<file path="config.mk">
export PLATFORM = sky130hd
export DESIGN_NAME = instr_encode_loader_flat
export DESIGN_NICKNAME = d
export VERILOG_FILES = /design/src/rtl/mips_isa_pkg.sv /design/src/rtl/instr_encode_loader_if.sv /design/src/rtl/sync_fifo.sv /design/src/rtl/instr_encode_loader.sv /design/src/flat_wrapper.sv
export SDC_FILE = /design/constraint.sdc
export NUM_CORES = 1
export LEC_CHECK = 0
export ABC_AREA = 1
export BUFFER_PORTS_ARGS = -buffer_cell sky130_fd_sc_hd__buf_4
export CAP_MARGIN = 20
export CELL_PAD_IN_SITES_DETAIL_PLACEMENT = 1
export CELL_PAD_IN_SITES_GLOBAL_PLACEMENT = 1
export CORE_ASPECT_RATIO = 1.25
export CORE_MARGIN = 3
export CORE_UTILIZATION = 46
export CTS_CLUSTER_DIAMETER = 120
export DETAILED_ROUTE_END_ITERATION = 10
export PLACE_DENSITY_LB_ADDON = 0.1
export SETUP_SLACK_MARGIN = 0.05
export SKIP_LAST_GASP = 1
export SYNTH_ARGS = -nofsm -noshare
export SYNTH_HDL_FRONTEND = slang
export SYNTH_HIERARCHICAL = 1
export SYNTH_SLANG_ARGS = --single-unit
</file>
<file path="constraint.sdc">
create_clock -name clk -period 6.3 [get_ports clk]
set_input_delay 0.945 -clock clk [delete_from_list [all_inputs] [get_ports clk]]
set_output_delay 0.945 -clock clk [all_outputs]
set_load 0.05 [all_outputs]
</file>
<file path="src/rtl/mips_isa_pkg.sv">
// MIPS ISA constants and the mnemonic-to-word encoder that the loader uses.
// The opcode/funct values match the ones the control unit decodes.
package mips_isa_pkg;

  typedef enum logic [4:0] {
    M_ADD   = 5'd0,  M_ADDU  = 5'd1,  M_AND   = 5'd2,  M_JR    = 5'd3,
    M_NOR   = 5'd4,  M_OR    = 5'd5,  M_SLT   = 5'd6,  M_SLTU  = 5'd7,
    M_SLL   = 5'd8,  M_SRL   = 5'd9,  M_SUB   = 5'd10, M_SUBU  = 5'd11,
    M_SRA   = 5'd12, M_J     = 5'd13, M_JAL   = 5'd14, M_ADDI  = 5'd15,
    M_ADDIU = 5'd16, M_ANDI  = 5'd17, M_BEQ   = 5'd18, M_BNE   = 5'd19,
    M_LL    = 5'd20, M_LUI   = 5'd21, M_LW    = 5'd22, M_ORI   = 5'd23,
    M_SLTI  = 5'd24, M_SLTIU = 5'd25, M_SW    = 5'd26, M_ILLEGAL = 5'h1F
  } mnem_e;

  localparam logic [5:0] FN_ADD  = 6'b100000, FN_ADDU = 6'b100001,
                         FN_AND  = 6'b100100, FN_JR   = 6'b001000,
                         FN_NOR  = 6'b100111, FN_OR   = 6'b100101,
                         FN_SLT  = 6'b101010, FN_SLTU = 6'b101011,
                         FN_SLL  = 6'b000000, FN_SRL  = 6'b000010,
                         FN_SUB  = 6'b100010, FN_SUBU = 6'b100011,
                         FN_SRA  = 6'b000011;

  localparam logic [5:0] OP_RTYPE = 6'b000000,
                         OP_J     = 6'b000010, OP_JAL   = 6'b000011,
                         OP_ADDI  = 6'b001000, OP_ADDIU = 6'b001001,
                         OP_ANDI  = 6'b001100, OP_BEQ   = 6'b000100,
                         OP_BNE   = 6'b000101, OP_LL    = 6'b110000,
                         OP_LUI   = 6'b001111, OP_LW    = 6'b100011,
                         OP_ORI   = 6'b001101, OP_SLTI  = 6'b001010,
                         OP_SLTIU = 6'b001011, OP_SW    = 6'b101011;

  typedef enum logic [1:0] {FMT_R, FMT_I, FMT_J, FMT_NONE} fmt_e;

  typedef struct packed {
    logic        legal;
    logic [31:0] word;
  } enc_t;

  function automatic enc_t encode(input logic [4:0] mnem,
                                  input logic [4:0] rs, input logic [4:0] rt,
                                  input logic [4:0] rd, input logic [4:0] shamt,
                                  input logic [15:0] imm, input logic [25:0] target);
    fmt_e       fmt;
    logic [5:0] code;
    logic [4:0] rs_e, rt_e, rd_e, sh_e;
    enc_t       r;
    fmt  = FMT_NONE;
    code = 6'b0;
    rs_e = rs; rt_e = rt; rd_e = rd; sh_e = shamt;
    case (mnem_e'(mnem))
      M_ADD:   begin fmt = FMT_R; code = FN_ADD;  end
      M_ADDU:  begin fmt = FMT_R; code = FN_ADDU; end
      M_AND:   begin fmt = FMT_R; code = FN_AND;  end
      M_JR:    begin fmt = FMT_R; code = FN_JR; rt_e = '0; rd_e = '0; sh_e = '0; end
      M_NOR:   begin fmt = FMT_R; code = FN_NOR;  end
      M_OR:    begin fmt = FMT_R; code = FN_OR;   end
      M_SLT:   begin fmt = FMT_R; code = FN_SLT;  end
      M_SLTU:  begin fmt = FMT_R; code = FN_SLTU; end
      M_SLL:   begin fmt = FMT_R; code = FN_SLL; rs_e = '0; end
      M_SRL:   begin fmt = FMT_R; code = FN_SRL; rs_e = '0; end
      M_SRA:   begin fmt = FMT_R; code = FN_SRA; rs_e = '0; end
      M_SUB:   begin fmt = FMT_R; code = FN_SUB;  end
      M_SUBU:  begin fmt = FMT_R; code = FN_SUBU; end
      M_J:     begin fmt = FMT_J; code = OP_J;    end
      M_JAL:   begin fmt = FMT_J; code = OP_JAL;  end
      M_ADDI:  begin fmt = FMT_I; code = OP_ADDI; end
      M_ADDIU: begin fmt = FMT_I; code = OP_ADDIU; end
      M_ANDI:  begin fmt = FMT_I; code = OP_ANDI; end
      M_BEQ:   begin fmt = FMT_I; code = OP_BEQ;  end
      M_BNE:   begin fmt = FMT_I; code = OP_BNE;  end
      M_LL:    begin fmt = FMT_I; code = OP_LL;   end
      M_LUI:   begin fmt = FMT_I; code = OP_LUI; rs_e = '0; end
      M_LW:    begin fmt = FMT_I; code = OP_LW;   end
      M_ORI:   begin fmt = FMT_I; code = OP_ORI;  end
      M_SLTI:  begin fmt = FMT_I; code = OP_SLTI; end
      M_SLTIU: begin fmt = FMT_I; code = OP_SLTIU; end
      M_SW:    begin fmt = FMT_I; code = OP_SW;   end
      default: fmt = FMT_NONE;
    endcase
    case (fmt)
      FMT_R:   r.word = {OP_RTYPE, rs_e, rt_e, rd_e, sh_e, code};
      FMT_I:   r.word = {code, rs_e, rt_e, imm};
      FMT_J:   r.word = {code, target};
      default: r.word = 32'b0;
    endcase
    r.legal = (fmt != FMT_NONE);
    return r;
  endfunction

endpackage

</file>
<file path="src/rtl/instr_encode_loader_if.sv">
// Request/write/status bundle between the boot harness (master) and the loader (slave).
interface instr_encode_loader_if #(parameter int ADDR_W = 10);
  logic              load_start;
  logic [ADDR_W-1:0] base_addr;
  logic              load_end;
  logic              op_valid;
  logic              op_ready;
  logic [4:0]        op_mnem, op_rs, op_rt, op_rd, op_shamt;
  logic [15:0]       op_imm;
  logic [25:0]       op_target;
  logic              imem_we;
  logic              imem_ready;
  logic [ADDR_W-1:0] imem_addr;
  logic [31:0]       imem_wdata;
  logic              busy, done;
  logic [ADDR_W:0]   words_written;
  logic              err_illegal, err_overflow;

  modport master (
    output load_start, base_addr, load_end, op_valid, op_mnem, op_rs, op_rt,
           op_rd, op_shamt, op_imm, op_target, imem_ready,
    input  op_ready, imem_we, imem_addr, imem_wdata, busy, done,
           words_written, err_illegal, err_overflow
  );

  modport slave (
    input  load_start, base_addr, load_end, op_valid, op_mnem, op_rs, op_rt,
           op_rd, op_shamt, op_imm, op_target, imem_ready,
    output op_ready, imem_we, imem_addr, imem_wdata, busy, done,
           words_written, err_illegal, err_overflow
  );
endinterface

</file>
<file path="src/rtl/sync_fifo.sv">
// Single-clock FIFO with count-based full/empty and a synchronous clear.
module sync_fifo #(
  parameter int DEPTH = 4,
  parameter int WIDTH = 32
) (
  input  logic             clk,
  input  logic             rst_n,
  input  logic             clr,
  input  logic             push,
  input  logic [WIDTH-1:0] din,
  input  logic             pop,
  output logic [WIDTH-1:0] dout,
  output logic             full,
  output logic             empty
);
  localparam int PW = $clog2(DEPTH);

  logic [WIDTH-1:0] mem [DEPTH];
  logic [PW-1:0]    wptr, rptr;
  logic [PW:0]      cnt;
  logic             push_ok, pop_ok;

  assign full    = (cnt == (PW+1)'(DEPTH));
  assign empty   = (cnt == '0);
  assign push_ok = push && !full;
  assign pop_ok  = pop && !empty;
  assign dout    = mem[rptr];

  always_ff @(posedge clk or negedge rst_n) begin
    if (!rst_n) begin
      wptr <= '0;
      rptr <= '0;
      cnt  <= '0;
    end else if (clr) begin
      wptr <= '0;
      rptr <= '0;
      cnt  <= '0;
    end else begin
      if (push_ok) wptr <= wptr + 1'b1;
      if (pop_ok)  rptr <= rptr + 1'b1;
      case ({push_ok, pop_ok})
        2'b10:   cnt <= cnt + 1'b1;
        2'b01:   cnt <= cnt - 1'b1;
        default: cnt <= cnt;
      endcase
    end
  end

  // Storage needs no reset: pointers/count gate every read.
  always_ff @(posedge clk) begin
    if (push_ok) mem[wptr] <= din;
  end
endmodule

</file>
<file path="src/rtl/instr_encode_loader.sv">
// Encodes mnemonic requests into MIPS words and streams them into instruction
// memory from a latched base address, stopping at the top of the address space.
module instr_encode_loader
  import mips_isa_pkg::*;
#(
  parameter int ADDR_W = 10,
  parameter int DEPTH  = 4
) (
  input logic                  clk,
  input logic                  rst_n,
  instr_encode_loader_if.slave bus
);
  typedef enum logic [1:0] {S_IDLE, S_LOAD, S_FLUSH, S_DONE} state_e;

  state_e            state;
  logic [ADDR_W-1:0] base;
  logic [ADDR_W:0]   wcnt;
  logic              exhausted, err_ill, busy_q, done_q;
  logic              full, empty, op_fire, wr_fire, we;
  logic [31:0]       head;
  logic [ADDR_W-1:0] addr;
  enc_t              enc;

  assign enc = encode(bus.op_mnem, bus.op_rs, bus.op_rt, bus.op_rd,
                      bus.op_shamt, bus.op_imm, bus.op_target);

  assign op_fire = bus.op_valid && bus.op_ready;
  // Once the last word address is written nothing else may leave the FIFO.
  assign we      = !empty && !exhausted && (state == S_LOAD || state == S_FLUSH);
  assign wr_fire = we && bus.imem_ready;
  assign addr    = base + wcnt[ADDR_W-1:0];

  sync_fifo #(.DEPTH(DEPTH), .WIDTH(32)) u_fifo (
    .clk   (clk),
    .rst_n (rst_n),
    .clr   (state == S_DONE),
    .push  (op_fire && enc.legal),
    .din   (enc.word),
    .pop   (wr_fire),
    .dout  (head),
    .full  (full),
    .empty (empty)
  );

  assign bus.op_ready      = (state == S_LOAD) && !full && !exhausted;
  assign bus.imem_we       = we;
  assign bus.imem_addr     = addr;
  assign bus.imem_wdata    = we ? head : 32'b0;
  assign bus.busy          = busy_q;
  assign bus.done          = done_q;
  assign bus.words_written = wcnt;
  assign bus.err_illegal   = err_ill;
  assign bus.err_overflow  = exhausted;

  always_ff @(posedge clk or negedge rst_n) begin
    if (!rst_n) begin
      state     <= S_IDLE;
      base      <= '0;
      wcnt      <= '0;
      exhausted <= 1'b0;
      err_ill   <= 1'b0;
      busy_q    <= 1'b0;
      done_q    <= 1'b0;
    end else begin
      done_q <= 1'b0;
      case (state)
        S_IDLE: if (bus.load_start) begin
          state     <= S_LOAD;
          busy_q    <= 1'b1;
          base      <= bus.base_addr;
          wcnt      <= '0;
          exhausted <= 1'b0;
          err_ill   <= 1'b0;
        end
        S_LOAD: if (bus.load_end) state <= S_FLUSH;
        // Leftover words after exhaustion are dropped by the clear in DONE.
        S_FLUSH: if (empty || exhausted) begin
          state  <= S_DONE;
          busy_q <= 1'b0;
          done_q <= 1'b1;
        end
        default: state <= S_IDLE;
      endcase
      if (wr_fire) begin
        wcnt <= wcnt + 1'b1;
        if (addr == '1) exhausted <= 1'b1;
      end
      if (op_fire && !enc.legal) err_ill <= 1'b1;
    end
  end
endmodule

</file>
<file path="src/flat_wrapper.sv">
// flat-port wrapper written by rule: the top's interface ports become plain ports
module instr_encode_loader_flat import mips_isa_pkg::*;
#(
  parameter int ADDR_W = 10,
  parameter int DEPTH  = 4
)
  (clk, rst_n, bus_load_start, bus_base_addr, bus_load_end, bus_op_valid, bus_op_mnem, bus_op_rs, bus_op_rt, bus_op_rd, bus_op_shamt, bus_op_imm, bus_op_target, bus_imem_ready, bus_op_ready, bus_imem_we, bus_imem_addr, bus_imem_wdata, bus_busy, bus_done, bus_words_written, bus_err_illegal, bus_err_overflow);
  instr_encode_loader_if #(.ADDR_W(ADDR_W)) bus_i ();
  input logic clk;
  input logic rst_n;
  input wire logic [$bits(bus_i.load_start)-1:0] bus_load_start;
  input wire logic [$bits(bus_i.base_addr)-1:0] bus_base_addr;
  input wire logic [$bits(bus_i.load_end)-1:0] bus_load_end;
  input wire logic [$bits(bus_i.op_valid)-1:0] bus_op_valid;
  input wire logic [$bits(bus_i.op_mnem)-1:0] bus_op_mnem;
  input wire logic [$bits(bus_i.op_rs)-1:0] bus_op_rs;
  input wire logic [$bits(bus_i.op_rt)-1:0] bus_op_rt;
  input wire logic [$bits(bus_i.op_rd)-1:0] bus_op_rd;
  input wire logic [$bits(bus_i.op_shamt)-1:0] bus_op_shamt;
  input wire logic [$bits(bus_i.op_imm)-1:0] bus_op_imm;
  input wire logic [$bits(bus_i.op_target)-1:0] bus_op_target;
  input wire logic [$bits(bus_i.imem_ready)-1:0] bus_imem_ready;
  output wire logic [$bits(bus_i.op_ready)-1:0] bus_op_ready;
  output wire logic [$bits(bus_i.imem_we)-1:0] bus_imem_we;
  output wire logic [$bits(bus_i.imem_addr)-1:0] bus_imem_addr;
  output wire logic [$bits(bus_i.imem_wdata)-1:0] bus_imem_wdata;
  output wire logic [$bits(bus_i.busy)-1:0] bus_busy;
  output wire logic [$bits(bus_i.done)-1:0] bus_done;
  output wire logic [$bits(bus_i.words_written)-1:0] bus_words_written;
  output wire logic [$bits(bus_i.err_illegal)-1:0] bus_err_illegal;
  output wire logic [$bits(bus_i.err_overflow)-1:0] bus_err_overflow;
  assign bus_i.load_start = bus_load_start;
  assign bus_i.base_addr = bus_base_addr;
  assign bus_i.load_end = bus_load_end;
  assign bus_i.op_valid = bus_op_valid;
  assign bus_i.op_mnem = bus_op_mnem;
  assign bus_i.op_rs = bus_op_rs;
  assign bus_i.op_rt = bus_op_rt;
  assign bus_i.op_rd = bus_op_rd;
  assign bus_i.op_shamt = bus_op_shamt;
  assign bus_i.op_imm = bus_op_imm;
  assign bus_i.op_target = bus_op_target;
  assign bus_i.imem_ready = bus_imem_ready;
  assign bus_op_ready = bus_i.op_ready;
  assign bus_imem_we = bus_i.imem_we;
  assign bus_imem_addr = bus_i.imem_addr;
  assign bus_imem_wdata = bus_i.imem_wdata;
  assign bus_busy = bus_i.busy;
  assign bus_done = bus_i.done;
  assign bus_words_written = bus_i.words_written;
  assign bus_err_illegal = bus_i.err_illegal;
  assign bus_err_overflow = bus_i.err_overflow;
  instr_encode_loader #(.ADDR_W(ADDR_W), .DEPTH(DEPTH)) u_core (.clk(clk), .rst_n(rst_n), .bus(bus_i));
endmodule
</file>
Word-level counts from Yosys, hierarchy flattened:

Memory sizes are Yosys's and may differ from the RTL's.
Cells that the tools add are included.
W data, S select, Z words.

* register bits: 34
* bits in writable memories: 128
* input bits: 83
* output and inout port bits: 59
* word-level logic and storage cells: 133
* memories kept: 1

Memory list
* u_core.u_fifo.mem: words 4, width 32, rd ports 1, clocked after memory_dff 0, write ports 1, RTL line sync_fifo.sv:18 `logic [WIDTH-1:0] mem [DEPTH];`

* add/subtract/negate cells: 6
* eq/ne operators: 39
* muxes and demuxes: 35
* reduce and logical (&&, ||, !) cells: 42

Operators with widths (number)
* $pmux W6 S21: 1
* $pmux W32 S3: 1
* $eq A5 B5 Y1 const B: 11
* $eq A5 B4 Y1 const B: 8
* $mux W11: 3
* $mux W32: 1
* $eq A5 B3 Y1 const B: 4
* $mux W5: 4
* $mux W2: 7
* $reduce_bool A2 Y1: 7
* $mux W1: 13
* $reduce_or A13 Y1: 1
* $pmux W2 S3: 2
* $reduce_or A12 Y1: 1
* $reduce_or A2 Y1: 6
* $add A11 B1 Y11 const B: 1
* $add A10 B10 Y10: 1
* $eq A10 B10 Y1 const B: 1
* $eq A5 B2 Y1 const B: 2
* $logic_and A1 B1 Y1: 10
* $eq A2 B2 Y1 const B: 4
* $ne A2 B2 Y1 const B: 4
* $eq A2 B1 Y1 const B: 3
* $pmux W3 S2: 1
* other kinds (16): 25

Longest topological paths before layout:

Gate-level depths: netlist (run 1).

* depth in word-level cells: 10
* gate-level depth with buffers: 19
* mapped depth without buffers: 18

Hierarchy:

The synthesis (run 1) kept the hierarchy.

Modules (own cells, without submodules)
* sync_fifo: times used 1, cells each 376, area each 5240.0 um2, seq. area each 4018.9 um2
* instr_encode_loader: times used 1, cells each 531, area each 2974.1 um2, seq. area each 675.6 um2

Worst setup path before layout (run 1):

OpenSTA, ideal clock, no wires.

* path type: reg2reg
* from: register u_core.exhausted (netlist: u_core/bus.err_overflow)
* to: memory u_core.u_fifo.mem[0][0] (enable)
* library setup time: 0.421 ns
* arrival time: 3.759 ns
* data required time: 5.879 ns
* setup slack: 2.120 ns
* cell stages (with the launch flop): 6
* cell sequence: dfrtp_1 nor3_1 nand2_1 a31oi_1 nand2_4 nor2_1

* word-level cells in the longest chain between the ends: 7

Ends and longest elaborated chain
* start: declaration: RTL line instr_encode_loader.sv:18 `logic exhausted, err_ill, busy_q, done_q;`
* start signal: assignment: RTL line instr_encode_loader.sv:60 `exhausted <= 1'b0;`
* start signal: assignment: RTL line instr_encode_loader.sv:72 `exhausted <= 1'b0;`
* start signal: assignment: RTL line instr_encode_loader.sv:86 `if (addr == '1) exhausted <= 1'b1;`
* $logic_not A1 Y1: RTL line instr_encode_loader.sv:45 `assign bus.op_ready = (state == S_LOAD) && !full && !exhausted;`
* $logic_and A1 B1 Y1: RTL line instr_encode_loader.sv:45
* named net bus_op_ready: RTL line flat_wrapper.sv:23 `output wire logic [$bits(bus_i.op_ready)-1:0] bus_op_ready;`
* $logic_and A1 B1 Y1: RTL line instr_encode_loader.sv:27 `assign op_fire = bus.op_valid && bus.op_ready;`
* $logic_and A1 B1 Y1: RTL line instr_encode_loader.sv:37 `.push (op_fire && enc.legal),`
* $logic_and A1 B1 Y1: RTL line sync_fifo.sv:25 `assign push_ok = push && !full;`
* $mux W1: RTL line sync_fifo.sv:51 `if (push_ok) mem[wptr] <= din;`
* $mux W1 (implied by the code): RTL line sync_fifo.sv:51
* end: declaration: RTL line sync_fifo.sv:18

The timed path passes the listed nets, and every way through them passes these cells.

Worst setup path after layout (run 1):

* from: input bus_op_mnem[4]
* to: memory u_core.u_fifo.mem[0][23] (enable)

* word-level cells in the longest chain between the ends: 8

Ends and longest elaborated chain
* start: declaration: RTL line flat_wrapper.sv:15 `input wire logic [$bits(bus_i.op_mnem)-1:0] bus_op_mnem;`
* $eq A5 B1 Y1 (tied with other cells): RTL line mips_isa_pkg.sv:50 `case (mnem_e'(mnem))`
* $reduce_or A13 Y1 (no source line) (tied with other cells)
* $pmux W2 S3 *: RTL line mips_isa_pkg.sv:50
* $ne A2 B2 Y1 *: RTL line mips_isa_pkg.sv:86 `r.legal = (fmt != FMT_NONE);`
* $logic_and A1 B1 Y1 *: RTL line instr_encode_loader.sv:37
* $logic_and A1 B1 Y1 *: RTL line sync_fifo.sv:25
* $mux W1 *: RTL line sync_fifo.sv:51
* $mux W1 (implied by the code) *: RTL line sync_fifo.sv:51

Mark *: on every way between the ends. The rest lies on a longest branch, timed or not.

==> out/qor.log, run 1 <==
INFO  clock_tree     cts_num_sinks=162
INFO  finish         diodes=0
INFO  timing         rsz_0062_raised_after_global_routing=false
INFO  worst_setup_path critical_path_required=6.40ns
INFO  logic_synthesis post_synth_inst_count=907
INFO  drt            via_count=7,027
INFO  finish         drive_gt1_share=20.2%
INFO  clock_tree     post_cts_resized=0
INFO  timing         timing.final.ws_setup=2.45ns
INFO  pwr            p_clk_share=20.7%
INFO  worst_setup_path cp-end-kind=flip-flop
INFO  pwr            power.internal=0.00255W
INFO  finish         fin_nets=1,145
INFO  clock_tree     htree_num_levels=4
INFO  die            placement_rows=54
INFO  global_route   overflow_after_grt=0
INFO  die            start_util=46.9%
INFO  pwr            finalPower=0.00497W
INFO  worst_setup_path timing_worst_setup_path_type=input port to flip-flop
INFO  clock_tree     cts_root_buf=sky130_fd_sc_hd__clkbuf_16
INFO  die            num_io_pins=142
INFO  placement      placement.io_buffers=141
INFO  global_route   grt.total_usage=25.8%
INFO  pwr            power.density_cell_area=492mW/mm^2
INFO  drt            viasPerCell=5.49
INFO  clock_tree     numCtsBuffers=17
INFO  worst_setup_path worst_setup_path_startpoint=bus_op_mnem[4]
INFO  logic_synthesis synth.distinct_cells=36
INFO  die            design.die.area=0.0195sqmm
INFO  logic_synthesis synth_seq_area_share=57.2%
INFO  placement      hpwl=17,400um
INFO  timing         min_period_over_period=61.2%
INFO  pwr            switching_share=48.6%
INFO  timing         maxSlewViolCount=0
INFO  placement      globalplace.congestion=0.822
INFO  pwr            netSwitchingPower=0.00241W
INFO  finish         area.growth.synth_to_final=23.0%
INFO  clock_tree     clock_insertion_delay_worst_skew=0.43ns
INFO  clock_tree     post_cts.repair.setup_buffers=0
INFO  logic_synthesis synth.net_count=1,010
INFO  worst_setup_path rr_startpoint=u_core/u_fifo/cnt[0]
INFO  worst_hold_path holdCritPathClass=input port to asynchronous set/reset pin
INFO  worst_setup_path critPathArrivalTime=3.96ns
INFO  drt            post_drt_wl_per_cell=19.4um
INFO  timing         worst_slew_margin_rel=32.5%
INFO  worst_setup_path worstSetupStartpointType=input port
INFO  finish         fillerInstances=2,081
INFO  pwr            share_seq_of_total_power=27.3%
INFO  timing         timing.final.crit_period=3.85ns
INFO  timing         fmax=259MHz
INFO  drt            routed_wl=24,900um
INFO  timing         clock-skew-final=0.00892ns
INFO  worst_setup_path worstPathMaxFanout=17
INFO  die            die-height=155um
INFO  clock_tree     cts_hold_repair.buffers=0
INFO  pwr            power_leakage=4.57nW
INFO  global_route   pin_count_of_the_biggest_net_entering_global_routing=67
INFO  drt            first_iter_violations=360
INFO  pwr            power_frac_comb=52.0%
INFO  drt            drt_pass1_iterations=6
INFO  die            core-area=0.0175sqmm
INFO  clock_tree     clkTransAtPathRegs=0.07ns
INFO  global_route   antenna_found_initial=0
INFO  clock_tree     cts_tree=yes
INFO  logic_synthesis synth_warnings=6
INFO  worst_setup_path setup.reg_to_reg.worst_slack=2.77ns
INFO  clock_tree     cts.path.max_buffers=2
INFO  timing         setup_viol=0
INFO  worst_setup_path ff2ff_path_depth=9
INFO  logic_synthesis synth_seq_cells=162
INFO  timing         fin_worst_hold_slack=0.461ns
INFO  die            die_width=126um
INFO  logic_synthesis mappedNetlistArea=0.00821sqmm
INFO  timing         tightest_slew=1.01ns
INFO  global_route   vias_in_the_first_global_route=7,576
INFO  job            number_of_max_capacitance_violations_reported=0
INFO  timing         timing.setup.tns=0ns
INFO  status         status=complete, no violations
INFO  drt            drt_drc_violations_left=0
INFO  placement      dp_slack=2.00ns
INFO  worst_setup_path cp-endpoint=u_core/u_fifo/mem[0][23]
INFO  pwr            vdd.ir_drop.worst=393uV
INFO  global_route   grt_first_pass_wirelength=39,500um
INFO  logic_synthesis syn_avg_cell_area=9.06squm
INFO  worst_setup_path crit-reg2reg-capture=u_core/u_fifo/mem[0][23]
INFO  drt            route.antenna.remaining_nets=0
INFO  timing         hold_viol_final=0
metal layers:
metal  GRT usage [%]  share of wire, %  vias to the layer above
li1                -                 -                     3315
met1            29.9                40                     3468
met2            47.9                53                      202
met3            4.36               4.2                       42
met4            8.94               2.7                        0
met5               0                 0                        -
cell families after synthesis:
| family | share of synthesized area, % |
|---|---|
| flip-flops | 57.2 |
| adder cells (fa/ha/maj) | 3.23 |
| buffers and inverters | 6.99 |
| XOR/XNOR | 0.427 |
| AND/OR/NAND/NOR | 22.6 |
| AO/OA/AOI/OAI | 9.63 |
placed cells by master, fill, tap and decap left out, types with 3 or more instances in the layout:
cell / count
sky130_fd_sc_hd__nand2_2: 5
sky130_fd_sc_hd__inv_6: 3
sky130_fd_sc_hd__clkinv_4: 3
sky130_fd_sc_hd__buf_4: 153
sky130_fd_sc_hd__nor2_2: 8
sky130_fd_sc_hd__a21oi_1: 15
sky130_fd_sc_hd__o21ai_1: 5
sky130_fd_sc_hd__o22ai_1: 35
sky130_fd_sc_hd__ha_1: 18
sky130_fd_sc_hd__nand2_1: 178
sky130_fd_sc_hd__o21ai_0: 76
sky130_fd_sc_hd__clkbuf_16: 17
sky130_fd_sc_hd__inv_2: 4
sky130_fd_sc_hd__edfxtp_1: 128
sky130_fd_sc_hd__dfrtp_1: 33
sky130_fd_sc_hd__inv_1: 99
sky130_fd_sc_hd__nor3_1: 6
sky130_fd_sc_hd__inv_8: 6
sky130_fd_sc_hd__nand3_1: 83
sky130_fd_sc_hd__xor2_1: 3
sky130_fd_sc_hd__nand3b_1: 3
sky130_fd_sc_hd__nor2_1: 132
sky130_fd_sc_hd__nand4_1: 12
sequential cells by signal (all words and copies together) (netlist names):
name and count:
u_core/bus.err_illegal 1, u_core/base 10, u_core/bus.err_overflow 1, u_core/bus.done 1, u_core/bus.words_written 11, u_core/u_fifo/cnt 3, u_core/u_fifo/mem 128, u_core/state 2
u_core/bus.busy 1, u_core/u_fifo/wptr 2, u_core/u_fifo/rptr 2
Yosys cell counts (all sizes together):
cell    instances  area share [%]
o22ai          35             2.7
nor3            7            0.43
edfxtp        128              47
xnor2           1            0.11
nand2         185             8.8
clkinv          1           0.046
nand4          12            0.91
and2            1           0.076
a21oi          17             1.3
nor4            1           0.076
a31oi           2            0.15
xor2            3            0.32
or2             1           0.076
a22o            1            0.11
clkbuf         20            0.91
o21bai          2            0.18
nor2          142             6.8
o21ai          81             4.9
nand3          83             5.1
nor3b           1           0.091
nand3b          3            0.27
buf            19             1.3
o21a            2            0.18
dfrtp          34              10
o31ai           1           0.091
fa              2            0.49
ha             18             2.7
inv           104             4.8
critical path: stages:
cell	delay, ns
sky130_fd_sc_hd__buf_4	0.17
sky130_fd_sc_hd__inv_1	0.26
sky130_fd_sc_hd__nand3_1	0.16
sky130_fd_sc_hd__o21ai_0	0.39
sky130_fd_sc_hd__nor3_1	0.15
sky130_fd_sc_hd__a31oi_1	0.46
sky130_fd_sc_hd__nand2_4	0.17
sky130_fd_sc_hd__nor2_2	0.80
sky130_fd_sc_hd__buf_4	0.44
worst min-delay path by stage:
| stage | end | slack (ns) | cells past startpoint |
|---|---|---|---|
| global placement | u_core/base[4] | 0.47 | 2 |
| global route | u_core/bus.busy | 0.48 | 1 |
| floorplan | u_core/base[0] | 0.45 | 2 |
| CTS | u_core/bus.busy | 0.47 | 1 |
| finish | u_core/bus.busy | 0.46 | 1 |
| detailed placement | u_core/base[4] | 0.47 | 2 |
area by class of cell:
class                   instances  area [sq um]  area share (%)
clock inverters                15           163            1.61
inverters                     105           394            3.90
well taps                     224           280            2.77
clock buffers                  17           425            4.21
flip-flops and latches        162          4700            46.5
repair buffers                155          1190            11.7
multi-input cells             601          2960            29.3
stage by stage:
stage                     util, %  area [sq um]  instances
after floorplan                 -          8210        907
after global placement       54.2          9480       1245
after detailed placement     54.2          9480       1245
after CTS                    57.5         10100       1277
after global routing         57.8         10100       1279
final                        57.8         10100       1279
power by group through the flow:
| stage | Clock [W] | Sequential [W] | Combinational [W] |
|---|---|---|---|
| floorplan | 0 | 0.00143 | 0.00171 |
| CTS | 0.00104 | 0.00135 | 0.00258 |
| detailed placement | 0 | 0.00137 | 0.00256 |
| global route | 0.00109 | 0.00136 | 0.00279 |
| finish | 0.00103 | 0.00136 | 0.00258 |
| global placement | 0 | 0.00137 | 0.00251 |
Note: power is estimated with default switching activity, not from simulation.
==> run 2, diff against run 1 <==
- CORE_UTILIZATION: 46 -> 39
- clock period: 6.3 -> 3.45 ns (I/O delays scaled with it)
==> run 2 against run 1 <==
Clock power rose by 77%. Die area rose by 17%. Worst hold slack got worse by 0.43 ns. First-iteration DRC count rose by 3.1%. Combinational power rose by 81%. Sequential share of layout area fell by 0.46 points. Count of clock-buffer cells in the layout rose by 1. Routed wire length fell by 6.1%. Sequential power rose by 82%. Global-route usage fell by 5.1 points. Largest cell class unchanged. Highest routed layer unchanged.
==> out/qor.log, run 2 (synthesis results as in run 1) <==
INFO  status         status=complete, no violations
INFO  finish         fillerInstances=2,385
INFO  finish         top_register=u_core/u_fifo/mem
INFO  timing         clock-skew-final=0.00983ns
INFO  timing         worst_slew_margin_rel=49.5%
INFO  timing         setup_viol=0
INFO  pwr            power_leakage=4.57nW
INFO  timing         fin_worst_hold_slack=0.0335ns
INFO  placement      dpl-instance-area=0.00964sqmm
INFO  clock_tree     clock_insertion_delay_worst_skew=0.43ns
INFO  timing         timing.final.crit_period=2.85ns
INFO  placement      dp_slack=0.455ns
INFO  placement      hpwl=16,300um
INFO  drt            routed_wl=23,400um
INFO  placement      globalplace.congestion=0.825
INFO  worst_setup_path worstPathMaxFanout=6
INFO  global_route   grt.total_usage=20.7%
INFO  timing         fmax=350MHz
INFO  timing         tightest_slew=0.757ns
INFO  drt            drt_drc_violations_left=0
INFO  drt            post_drt_wl_per_cell=17.6um
INFO  timing         maxSlewViolCount=0
INFO  worst_setup_path critical_path_required=2.93ns
INFO  worst_hold_path holdCritPathClass=input port to asynchronous set/reset pin
INFO  finish         diodes=0
INFO  global_route   pin_count_of_the_biggest_net_entering_global_routing=67
INFO  finish         layout.cells.most_common=sky130_fd_sc_hd__nand2_1
INFO  timing         rsz_0062_raised_after_global_routing=false
INFO  clock_tree     post_cts_resized=0
INFO  pwr            vdd.ir_drop.worst=544uV
INFO  clock_tree     cts_tree=yes
INFO  clock_tree     cts_hold_repair.buffers=0
INFO  placement      placement.io_buffers=141
INFO  die            die_width=136um
INFO  drt            first_iter_violations=371
INFO  global_route   vias_in_the_first_global_route=7,200
INFO  global_route   antenna_found_initial=0
INFO  die            num_io_pins=142
INFO  die            design.die.area=0.0228sqmm
INFO  clock_tree     post_cts.repair.setup_buffers=0
INFO  worst_setup_path worstSetupStartpointType=flip-flop
INFO  global_route   grt_first_pass_wirelength=37,000um
INFO  finish         final_cell_area=0.0102sqmm
INFO  clock_tree     cts.path.max_buffers=2
INFO  clock_tree     clkTransAtPathRegs=0.07ns
INFO  clock_tree     numCtsBuffers=17
INFO  worst_setup_path timing.critical_path.slowest_cell_delay=0.45ns
INFO  pwr            power.density_cell_area=876mW/mm^2
INFO  timing         hold_viol_final=0
INFO  drt            via_count=6,896
INFO  worst_setup_path timing_worst_setup_path_type=flip-flop to output pin
INFO  global_route   overflow_after_grt=0
INFO  timing         timing.final.ws_setup=0.596ns
INFO  worst_setup_path cp-end-kind=output pin
INFO  timing         timing.setup.tns=0ns
INFO  die            core-area=0.0204sqmm
INFO  finish         area.growth.synth_to_final=24.3%
INFO  finish         regArea=0.00470sqmm
INFO  drt            viasPerCell=5.19
INFO  drt            drt_pass1_iterations=4
INFO  clock_tree     htree_num_levels=4
INFO  finish         fin_nets=1,149
INFO  worst_setup_path critPathSlowestCell=sky130_fd_sc_hd__dfrtp_1
INFO  timing         min_period_over_period=82.7%
INFO  clock_tree     cts_root_buf=sky130_fd_sc_hd__clkbuf_16
INFO  drt            route.antenna.remaining_nets=0
INFO  finish         drive_gt1_share=20.5%
INFO  finish         multi_input_comb_area=0.00297sqmm
INFO  die            start_util=40.3%
INFO  worst_setup_path worst_path_cell_chain=ha_1, fa_1, nand3_1, nand3_1, nand3_1, nand2_1, nand2_1, nand2_1, inv_1, buf_4
INFO  die            die-height=168um
INFO  finish         final_cell_mix=sky130_fd_sc_hd__nand2_1 (178), sky130_fd_sc_hd__buf_4 (155), sky130_fd_sc_hd__nor2_1 (132), sky130_fd_sc_hd__edfxtp_1 (128), sky130_fd_sc_hd__inv_1 (99)
INFO  worst_setup_path critPathArrivalTime=2.34ns
INFO  clock_tree     cts_num_sinks=162
INFO  finish         flip_flop_count_of_the_largest_register_after_layout=128
INFO  die            placement_rows=58
INFO  job            number_of_max_capacitance_violations_reported=0
==> run 2: critical path, delay by kind of cell (launching register included) <==
| family | cells | cell delay [ns] |
|---|---|---|
| adder cells (fa/ha/maj) | 2 | 0.69 |
| AND/OR/NAND/NOR | 6 | 0.53 |
| flip-flops | 1 | 0.45 |
| buffers and inverters | 2 | 0.23 |
==> run 2: layout make-up <==
type	count	share of cell area (%)
Clock buffer	18	4.20
Clock inverter	14	1.39
Inverter	105	3.86
Multi-Input combinational cell	601	29.1
Sequential cell	162	46.0
Tap cell	270	3.31
Timing Repair Buffer	159	12.2
==> run 2: worst paths after layout <==
kind / slack, ns / startpoint / to / cells after the start
worst max-delay path: 0.60 / u_core/bus.words_written[0] / bus_imem_addr[8] / 10
worst max register to register: 0.82 / u_core/u_fifo/cnt[0] / u_core/u_fifo/cnt[2] / 16
min in group clk: 0.29 / bus_base_addr[4] / u_core/base[4] / 3
worst min register to register: 0.48 / u_core/base[7] / u_core/base[7] / 2
worst min-delay path: 0.03 / rst_n / u_core/bus.busy / 1
max in group asynchronous: 3.07 / rst_n / u_core/u_fifo/rptr[0] / 1
==> run 2: stage by stage <==
step / total power (W) / cells / utilization [%]
final: 0.00894 / 1329 / 50.1
after floorplan: 0.00574 / 907 / -
after detailed placement: 0.00720 / 1297 / 47.3
after global placement: 0.00714 / 1297 / 47.3
after global routing: 0.00950 / 1329 / 50.1
after CTS: 0.00905 / 1329 / 50.1
==> run 2: layer usage <==
| layer | global-route usage (%) | part of all wire, % | up-vias |
|---|---|---|---|
| li1 | - | - | 3338 |
| met1 | 23.2 | 40 | 3393 |
| met2 | 39.0 | 54 | 136 |
| met3 | 4.06 | 4.2 | 29 |
| met4 | 6.18 | 1.8 | 0 |
| met5 | 0 | 0 | - |
==> run 2: power breakdown <==
| group | total [W] | switching, W | internal (W) |
|---|---|---|---|
| combinational | 0.00466 | 0.00334 | 0.00131 |
| sequential | 0.00247 | 0.000155 | 0.00231 |
| clock | 0.00182 | 0.000803 | 0.00101 |
